===== src/rtl/codec_i2c_target_if.sv =====
// Bus bundle for the codec I2C target: the 2-wire port, the write-report
// outputs and the register-file read port. The master side is the bus driver.
interface codec_i2c_target_if;
    logic       scl_i;
    logic       sda_i;
    logic       sda_oe_o;
    logic       wr_valid_o;
    logic [6:0] wr_addr_o;
    logic [8:0] wr_data_o;
    logic [6:0] rd_addr_i;
    logic [8:0] rd_data_o;
    logic       busy_o;
    logic       err_o;

    modport master (
        output scl_i, sda_i, rd_addr_i,
        input  sda_oe_o, wr_valid_o, wr_addr_o, wr_data_o, rd_data_o, busy_o, err_o
    );

    modport slave (
        input  scl_i, sda_i, rd_addr_i,
        output sda_oe_o, wr_valid_o, wr_addr_o, wr_data_o, rd_data_o, busy_o, err_o
    );
endinterface


===== src/rtl/codec_i2c_target.sv =====
// Write-only I2C target standing in for the audio codec control port.
// Define CODEC_I2C_TARGET_SOFT_RESET_EN to make a write to 7'h0F clear all registers.
module codec_i2c_target #(
    parameter logic [6:0] DEV_ADDR    = 7'h1A,
    parameter int         NUM_REGS    = 10,
    parameter int         SYNC_STAGES = 2
) (
    input  logic              clk_i2c,
    input  logic              reg_rstn,
    codec_i2c_target_if.slave bus
);

    typedef enum logic [2:0] {
        IDLE, ADDR, ACK_A, BYTE0, ACK0, BYTE1, ACK1, WAIT_STOP
    } state_t;

    localparam logic [6:0] NUM_REGS_A = 7'(NUM_REGS);
`ifdef CODEC_I2C_TARGET_SOFT_RESET_EN
    localparam logic [6:0] SOFT_RST_ADDR = 7'h0F;
`endif

    logic [SYNC_STAGES-1:0] scl_sync;
    logic [SYNC_STAGES-1:0] sda_sync;
    logic                   scl_s, sda_s;
    logic                   scl_q, sda_q;
    logic                   scl_rise, scl_fall;
    logic                   start_det, stop_det;

    state_t     state;
    logic [2:0] bit_cnt;
    logic       byte_done;
    logic [7:0] shift_q;
    logic [7:0] b0_q;
    logic [6:0] commit_addr;
    logic [8:0] commit_data;
    logic [8:0] regs [NUM_REGS];

    // Synchronisers idle high like the bus, so reset release never looks like an edge.
    always_ff @(posedge clk_i2c or negedge reg_rstn) begin
        if (!reg_rstn) begin
            scl_sync <= '1;
            sda_sync <= '1;
            scl_q    <= 1'b1;
            sda_q    <= 1'b1;
        end else begin
            scl_sync <= {scl_sync[SYNC_STAGES-2:0], bus.scl_i};
            sda_sync <= {sda_sync[SYNC_STAGES-2:0], bus.sda_i};
            scl_q    <= scl_s;
            sda_q    <= sda_s;
        end
    end

    assign scl_s     = scl_sync[SYNC_STAGES-1];
    assign sda_s     = sda_sync[SYNC_STAGES-1];
    assign scl_rise  = scl_s & ~scl_q;
    assign scl_fall  = ~scl_s & scl_q;
    assign start_det = scl_s & scl_q & sda_q & ~sda_s;
    assign stop_det  = scl_s & scl_q & ~sda_q & sda_s;

    // At the end of ACK1 the shifter still holds B1: ACK clocks shift nothing in.
    assign commit_addr = b0_q[7:1];
    assign commit_data = {b0_q[0], shift_q};

    always_ff @(posedge clk_i2c or negedge reg_rstn) begin
        if (!reg_rstn) begin
            state          <= IDLE;
            bit_cnt        <= '0;
            byte_done      <= 1'b0;
            shift_q        <= '0;
            b0_q           <= '0;
            bus.sda_oe_o   <= 1'b0;
            bus.wr_valid_o <= 1'b0;
            bus.wr_addr_o  <= '0;
            bus.wr_data_o  <= '0;
            bus.busy_o     <= 1'b0;
            bus.err_o      <= 1'b0;
            // NOTE: the register file must read 0 after reset, so it lives in flops with the async reset rather than in RAM.
            for (int i = 0; i < NUM_REGS; i++) regs[i] <= '0;
        end else begin
            bus.wr_valid_o <= 1'b0;
            if (start_det) begin
                state        <= ADDR;
                bit_cnt      <= '0;
                byte_done    <= 1'b0;
                bus.busy_o   <= 1'b1;
                bus.sda_oe_o <= 1'b0;
            end else if (stop_det) begin
                state        <= IDLE;
                bit_cnt      <= '0;
                byte_done    <= 1'b0;
                bus.busy_o   <= 1'b0;
                bus.sda_oe_o <= 1'b0;
            end else begin
                if (scl_rise && (state == ADDR || state == BYTE0 || state == BYTE1)) begin
                    shift_q <= {shift_q[6:0], sda_s};
                    bit_cnt <= bit_cnt + 3'd1;
                    if (bit_cnt == 3'd7) byte_done <= 1'b1;
                end
                if (scl_fall) begin
                    case (state)
                        ADDR: if (byte_done) begin
                            byte_done <= 1'b0;
                            if (shift_q == {DEV_ADDR, 1'b0}) begin
                                state        <= ACK_A;
                                bus.sda_oe_o <= 1'b1;
                            end else begin
                                state      <= IDLE;
                                bus.busy_o <= 1'b0;
                            end
                        end
                        ACK_A: begin
                            state        <= BYTE0;
                            bus.sda_oe_o <= 1'b0;
                        end
                        BYTE0: if (byte_done) begin
                            byte_done    <= 1'b0;
                            b0_q         <= shift_q;
                            state        <= ACK0;
                            bus.sda_oe_o <= 1'b1;
                        end
                        ACK0: begin
                            state        <= BYTE1;
                            bus.sda_oe_o <= 1'b0;
                        end
                        BYTE1: if (byte_done) begin
                            byte_done    <= 1'b0;
                            state        <= ACK1;
                            bus.sda_oe_o <= 1'b1;
                        end
                        ACK1: begin
                            state          <= WAIT_STOP;
                            bus.sda_oe_o   <= 1'b0;
                            bus.wr_valid_o <= 1'b1;
                            bus.wr_addr_o  <= commit_addr;
                            bus.wr_data_o  <= commit_data;
`ifdef CODEC_I2C_TARGET_SOFT_RESET_EN
                            if (commit_addr == SOFT_RST_ADDR) begin
                                for (int i = 0; i < NUM_REGS; i++) regs[i] <= '0;
                            end else begin
                                for (int i = 0; i < NUM_REGS; i++)
                                    if (commit_addr == 7'(i)) regs[i] <= commit_data;
                                if (commit_addr >= NUM_REGS_A) bus.err_o <= 1'b1;
                            end
`else
                            for (int i = 0; i < NUM_REGS; i++)
                                if (commit_addr == 7'(i)) regs[i] <= commit_data;
                            if (commit_addr >= NUM_REGS_A) bus.err_o <= 1'b1;
`endif
                        end
                        default: ;
                    endcase
                end
            end
        end
    end

    always_comb begin
        bus.rd_data_o = '0;
        for (int i = 0; i < NUM_REGS; i++)
            if (bus.rd_addr_i == 7'(i)) bus.rd_data_o = regs[i];
    end

endmodule


===== src/flat_wrapper.sv =====
// flat-port wrapper written by rule: the top's interface ports become plain ports
module codec_i2c_target_flat 
#(
    parameter logic [6:0] DEV_ADDR    = 7'h1A,
    parameter int         NUM_REGS    = 10,
    parameter int         SYNC_STAGES = 2
)
  (clk_i2c, reg_rstn, bus_scl_i, bus_sda_i, bus_rd_addr_i, bus_sda_oe_o, bus_wr_valid_o, bus_wr_addr_o, bus_wr_data_o, bus_rd_data_o, bus_busy_o, bus_err_o);
  codec_i2c_target_if bus_i ();
  input  logic clk_i2c;
  input  logic reg_rstn;
  input wire logic [$bits(bus_i.scl_i)-1:0] bus_scl_i;
  input wire logic [$bits(bus_i.sda_i)-1:0] bus_sda_i;
  input wire logic [$bits(bus_i.rd_addr_i)-1:0] bus_rd_addr_i;
  output wire logic [$bits(bus_i.sda_oe_o)-1:0] bus_sda_oe_o;
  output wire logic [$bits(bus_i.wr_valid_o)-1:0] bus_wr_valid_o;
  output wire logic [$bits(bus_i.wr_addr_o)-1:0] bus_wr_addr_o;
  output wire logic [$bits(bus_i.wr_data_o)-1:0] bus_wr_data_o;
  output wire logic [$bits(bus_i.rd_data_o)-1:0] bus_rd_data_o;
  output wire logic [$bits(bus_i.busy_o)-1:0] bus_busy_o;
  output wire logic [$bits(bus_i.err_o)-1:0] bus_err_o;
  assign bus_i.scl_i = bus_scl_i;
  assign bus_i.sda_i = bus_sda_i;
  assign bus_i.rd_addr_i = bus_rd_addr_i;
  assign bus_sda_oe_o = bus_i.sda_oe_o;
  assign bus_wr_valid_o = bus_i.wr_valid_o;
  assign bus_wr_addr_o = bus_i.wr_addr_o;
  assign bus_wr_data_o = bus_i.wr_data_o;
  assign bus_rd_data_o = bus_i.rd_data_o;
  assign bus_busy_o = bus_i.busy_o;
  assign bus_err_o = bus_i.err_o;
  codec_i2c_target #(.DEV_ADDR(DEV_ADDR), .NUM_REGS(NUM_REGS), .SYNC_STAGES(SYNC_STAGES)) u_core (.clk_i2c(clk_i2c), .reg_rstn(reg_rstn), .bus(bus_i));
endmodule

===== config.mk =====
export PLATFORM = sky130hd
export DESIGN_NAME = codec_i2c_target_flat
export DESIGN_NICKNAME = d
export VERILOG_FILES = /design/src/rtl/codec_i2c_target_if.sv /design/src/rtl/codec_i2c_target.sv /design/src/flat_wrapper.sv
export SDC_FILE = /design/constraint.sdc
export NUM_CORES = 1
export LEC_CHECK = 0
export CAP_MARGIN = 0
export CORE_ASPECT_RATIO = 1.4
export CORE_MARGIN = 3
export CORE_UTILIZATION = 59
export DETAILED_ROUTE_END_ITERATION = 8
export PLACE_DENSITY = 0.76
export SLEW_MARGIN = 20
export SYNTH_ARGS = -nofsm -noshare
export SYNTH_HDL_FRONTEND = slang
export SYNTH_SLANG_ARGS = --single-unit
export TNS_END_PERCENT = 100

===== constraint.sdc =====
create_clock -name clk_i2c -period 2.55 [get_ports clk_i2c]
set_clock_uncertainty 0.05 [all_clocks]
set_input_delay 0.255 -clock clk_i2c [delete_from_list [all_inputs] [get_ports clk_i2c]]
set_output_delay 0.255 -clock clk_i2c [all_outputs]
set_load 0.02 [all_outputs]

Word level (Yosys, flattened, before mapping) --
Cells that the tools add are included.
Word-level totals: flip-flop bits (word level) 139, bits in latches 0, memory bits (writable) 0, bits in read-only memories 0, output and inout port bits 29, word-level logic and storage cells 148, memories 0
Cells by class: add/subtract/negate cells 1, $mul 0, div/mod/pow operators 0, magnitude comparators 1, eq/ne operators 32, shifts and indexed selects 0, multiplexer cells 45, bitwise logic cells 13, reductions and logical operators 31
Operators by type and width (count):
- $mux W9 | 10
- $reduce_and A5 Y1 | 14
- $eq A7 B3 Y1 const B | 8
- $eq A7 B2 Y1 const B | 4
- $eq A7 B4 Y1 const B | 4
- $mux W3 | 9
- $mux W1 | 23
- $pmux W3 S6 | 1
- $ne A4 B1 Y1 const B | 4
- $eq A7 B1 Y1 const B | 2
- $logic_not A7 Y1 | 2
- $eq A3 B3 Y1 const B | 4
- $reduce_bool A3 Y1 | 4
- $eq A8 B6 Y1 const B | 1
- $reduce_and A4 Y1 | 2
- $reduce_bool A8 Y1 | 1
- $and A1 B1 Y1 | 7
- $ge A7 B4 Y1 const B | 1
- $eq A3 B2 Y1 const B | 2
- $not A1 Y1 | 6
- $reduce_or A3 Y1 | 2
- $reduce_bool A5 Y1 | 1
- $ne A4 B2 Y1 const B | 1
- $add A3 B1 Y3 const B | 1
- other kinds (8) | 9

Longest topological paths before layout --
Gate-level depths: netlist (run 1).
word-level depth 11, mapped depth 7, mapped depth without buffers 5

Worst setup path after synthesis (run 1) --
OpenSTA, ideal clock, no wires.
kind in2out, start point input bus_rd_addr_i[5], end point output bus_rd_data_o[6], data arrival time 2014 ps, data required time 2245 ps, path slack 231 ps, cell stages on the path 5, buffers on the path 1, path through or4_1 -> clkbuf_1 -> nor2_1 -> a211oi_1 -> o31ai_1
On the way: longest elaborated chain between the ends 11
Ends and longest elaborated chain:
- start: declaration | line flat_wrapper.sv:14 | input wire logic [$bits(bus_i.rd_addr_i)-1:0] bus_rd_addr_i;
- $logic_not A7 Y1 | line codec_i2c_target.sv:160 | if (bus.rd_addr_i == 7'(i)) bus.rd_data_o = regs[i];
- $mux W9 (9 in series) | line codec_i2c_target.sv:160
- $mux W9 (*) | line codec_i2c_target.sv:160
- end: declaration | line flat_wrapper.sv:19 | output wire logic [$bits(bus_i.rd_data_o)-1:0] bus_rd_data_o;
Mark *: on every way between the ends. The rest lies on a longest branch, timed or not.

Worst setup path in the final report (run 1) --
start point input bus_rd_addr_i[0], end point output bus_rd_data_o[6]
The elaborated chain is that of the path after synthesis.

==> flow_metrics.env, run 1 <==
export IMPL_synthArstFlopShare_pct=100.0
export IMPL_drc=0
export IMPL_place_inst=669
export IMPL_critPathTopFamily="buffers and inverters"
export IMPL_core_area_um2=10520
export IMPL_vias_per_cell=6.129
export IMPL_worst_path_stages=7
export IMPL_syn_area_per_cell_um2=13.37
export IMPL_clk_path_buf_depth=2
export IMPL_synth_edf_count=0
export IMPL_drt_iter0_drc=234
export IMPL_vias=4309
export IMPL_crit_path_max_incr_delay_ps=510
export IMPL_end_kind="primary output"
export IMPL_start_kind="input pin"
export IMPL_multi_input_area_um2=2882
export IMPL_start_util_pct=61.16
export IMPL_yosysMostFrequentCell="dfrtp_1"
export IMPL_gr_max_usage_layer="met2"
export IMPL_crit_path_top_delay_cell="clkdlybuf4s50_1"
export IMPL_worst_pin_slew_ps=558.0
export IMPL_grt_pass1_wl_mm=24.28
export IMPL_max_cap_violations=0
export IMPL_slew_headroom_pct=62.76
export IMPL_grt_pass1_vias=4577
export IMPL_syn_nets=494
export IMPL_min_path_type="input pin to flop"
export IMPL_pwr_density_cell_nw_per_um2=707.2
export IMPL_syn_cell_area_um2=6431
export IMPL_antenna_found_initial=0
export IMPL_yosysTopAreaCell="dfrtp_1"
export IMPL_overflow=0
export IMPL_seq_area_um2=3486
export IMPL_met1_usage_pct=32.09
export IMPL_cp_num_buf_inv=3
export IMPL_outcome="finished, final reports clean"
export IMPL_synthToLayoutAreaGrowth_pct=24.77
export IMPL_nFillCells=643
export IMPL_r2r_cells=4
export IMPL_path_cells="clkdlybuf4s50_1 -> buf_12 -> nand2b_1 -> a211oi_2 -> a211oi_1 -> o31ai_1 -> buf_2"
export IMPL_clk_latency_ps=420
export IMPL_drive_above_1_share_pct=45.84
export IMPL_dieArea_um2=12210
export IMPL_detail_route_antenna_nets=0
export IMPL_finalCritPeriodShare_pct=99.70
export IMPL_synth_seq_area_share_pct=54.20
export IMPL_n_antenna_cell=0
export IMPL_synth_seq_cells=139
export IMPL_nNetsFinal=565
export IMPL_setup_viol=0
export IMPL_cts_sinks=139
export IMPL_rows=44
export IMPL_place_gp_congestion=0.8852
export IMPL_io_pins=40
export IMPL_layout_cells_non_filler=703
export IMPL_firstDrtPassIters=5
export IMPL_avgRoutedWirePerCell_um=22.01
export IMPL_wl_mm=15.47
export IMPL_portBuffers=39
export IMPL_total_power_w=0.005675
export IMPL_clk_pin_slew_worst_paths_ps=60
export IMPL_chipWidth_um=94.24
export IMPL_yosys_top_cells_count="dfrtp_1, mux2_2, clkbuf_1, o21ai_0, a211oi_1"
export IMPL_yosys_warnings=0
export IMPL_cts_buffers=17
export IMPL_grtUsageMet3_pct=6.272
export IMPL_min_period_ps=2542
export IMPL_hold_viol_final=0
export IMPL_root_buffer="clkbuf_16"
export IMPL_max_freq_ghz=0.3933
export IMPL_cp_max_fo=17
export IMPL_dieHeight_um=129.5
export IMPL_synthFlopType="dfrtp_1"
export IMPL_synth_cell_type_count=46
export IMPL_dpl_hpwl_mm=9.663
export IMPL_worstPathRequired_ps=2250
export IMPL_cts_max_level=4
export IMPL_syn_inst=481
export IMPL_synth_top_area_share_pct=51.75
export IMPL_yosys_top_cells_area="dfrtp_1, mux2_2, dfstp_2"
export IMPL_finalMaxSlewViolations=0
export IMPL_use_met2_pct=45.61
export IMPL_holdPathStages=1
export IMPL_peakVddDrop_uv=678.4
export IMPL_grt_max_degree=59
export IMPL_grt_usage_pct=26.60
export IMPL_p_leak_nw=3.810
export IMPL_crit_type="input pin to primary output"
export IMPL_cp_arrival_ps=2240
export IMPL_cts_tree="done"
## through the flow
stage / utilization, % / setup slack, ps / setup TNS (ps) / instance area (um^2) / hold WS [ps]
2_1_floorplan: - / 231.2 / 0 / 6431 / -90.59
3_3_place_gp: 68.99 / -468.0 / -3662 / 7254 / 197.4
3_5_place_dp: 68.99 / -462.4 / -3856 / 7254 / 210.3
4_1_cts: 75.26 / 3.348 / 0 / 7914 / 190.9
5_1_grt: 76.31 / -59.11 / -136.0 / 8024 / 201.0
6_report: 76.31 / 7.543 / 0 / 8024 / 195.9
## power breakdown
part	leakage (nW)	total (W)	switching [W]	internal, W
Sequential	1.91	0.00236	0.0000688	0.00229
Clock	0.316	0.00267	0.000904	0.00177
Combinational	1.58	0.000640	0.000421	0.000218
## layer usage
layer  wire, um  vias to the layer above
met5          0                        -
met4        617                        0
met3        715                       40
met2       8183                      120
met1       5953                     2241
li1           -                     1908
## path summary, 6_finish.rpt
path	startpoint	end	slack, ps
worst max-delay path	bus_rd_addr_i[0]	bus_rd_data_o[6]	8
worst min-delay path	bus_sda_i	u_core.sda_sync[0]	200
worst max register to register	u_core.scl_q	u_core.regs[6]	380
worst min register to register	u_core.scl_sync[0]	u_core.scl_sync[1]	310
max in group asynchronous	reg_rstn	u_core.scl_sync[1]	1380
min in group asynchronous	reg_rstn	u_core.regs[18]	310
## sequential cells by signal, indices dropped and copies added, names as in the netlist
register and cells:
u_core.bus.sda_oe_o 1, u_core.bus.busy_o 1, u_core.scl_sync 2, u_core.bit_cnt 3, u_core.state 3, u_core.bus.err_o 1
u_core.bus.wr_valid_o 1, u_core.sda_sync 2, u_core.scl_q 1, u_core.bus.wr_addr_o 7, u_core.byte_done 1, u_core.sda_q 1
u_core.shift_q 8, u_core.regs 90, u_core.bus.wr_data_o 9, u_core.b0_q 8
## what timing repair did
item                                    4_1_cts  5_1_grt
cloned                                        0        1
gates resized for setup                      53       20
hold buffers                                  1        0
buffers inserted                              0        0
hold endpoints to repair                     55        0
endpoints found under the setup margin        9        9
pin swaps                                     1        5
## layout by cell type (no fill, tap or decap), types with 4 or more instances in the layout
cell type,n
inv_1,8
a21oi_1,7
clkdlybuf4s50_1,26
a211oi_1,4
dfstp_2,6
mux2_1,6
nor3_2,5
buf_4,34
a211oi_2,9
buf_6,4
buf_2,9
o21ai_0,16
nor4_4,7
a22oi_1,12
nand3_1,6
nor3_1,5
mux2_2,129
mux2i_1,8
or2_2,4
bufinv_16,4
buf_12,6
nor2_1,8
clkbuf_8,5
a22o_1,7
nand2_1,12
nand3b_1,11
clkbuf_16,18
o31ai_1,6
nor2_2,4
dfrtp_1,133
## logic make-up after synthesis
| family | share of synthesized area, % |
|---|---|
| buffers and inverters | 2.432 |
| adders and majority gates | 0.3890 |
| DFF | 54.20 |
| xor gates and xnor gates | 0.1362 |
| muxes | 25.58 |
| and+or+nand+nor | 9.514 |
| AOI/OAI and AO/OA | 7.743 |
## final cells by class
| class | count | share of cell area, % |
|---|---|---|
| Clock inverter | 9 | 1.965 |
| Multi-Input combinational cell | 302 | 35.91 |
| Inverter | 8 | 0.3742 |
| Timing Repair Buffer | 84 | 9.949 |
| Sequential cell | 139 | 43.44 |
| Clock buffer | 23 | 6.206 |
| Tap cell | 138 | 2.152 |
Power figures use the tool's default switching activity.
==> inputs of run 2 (changes only) <==
--- a/config.mk
+++ b/config.mk
@@ -5,11 +5,13 @@
 export SDC_FILE = /design/constraint.sdc
 export NUM_CORES = 1
 export LEC_CHECK = 0
+export ABC_CLOCK_PERIOD_IN_PS = 2550
 export CAP_MARGIN = 0
 export CORE_ASPECT_RATIO = 1.4
 export CORE_MARGIN = 3
 export CORE_UTILIZATION = 59
 export DETAILED_ROUTE_END_ITERATION = 8
+export GPL_ROUTABILITY_DRIVEN = 0
 export PLACE_DENSITY = 0.76
 export SLEW_MARGIN = 20
 export SYNTH_ARGS = -nofsm -noshare
==> results of run 2 <==
The final DEF is identical to that of run 1; final timing and power are the same.
==> inputs of run 3 (changes only) <==
--- a/config.mk
+++ b/config.mk
@@ -5,6 +5,7 @@
 export SDC_FILE = /design/constraint.sdc
 export NUM_CORES = 1
 export LEC_CHECK = 0
+export ABC_AREA = 0
 export ABC_CLOCK_PERIOD_IN_PS = 2550
 export CAP_MARGIN = 0
 export CORE_ASPECT_RATIO = 1.4
==> results of run 3 <==
The final DEF is identical to that of run 1; final timing and power are the same.
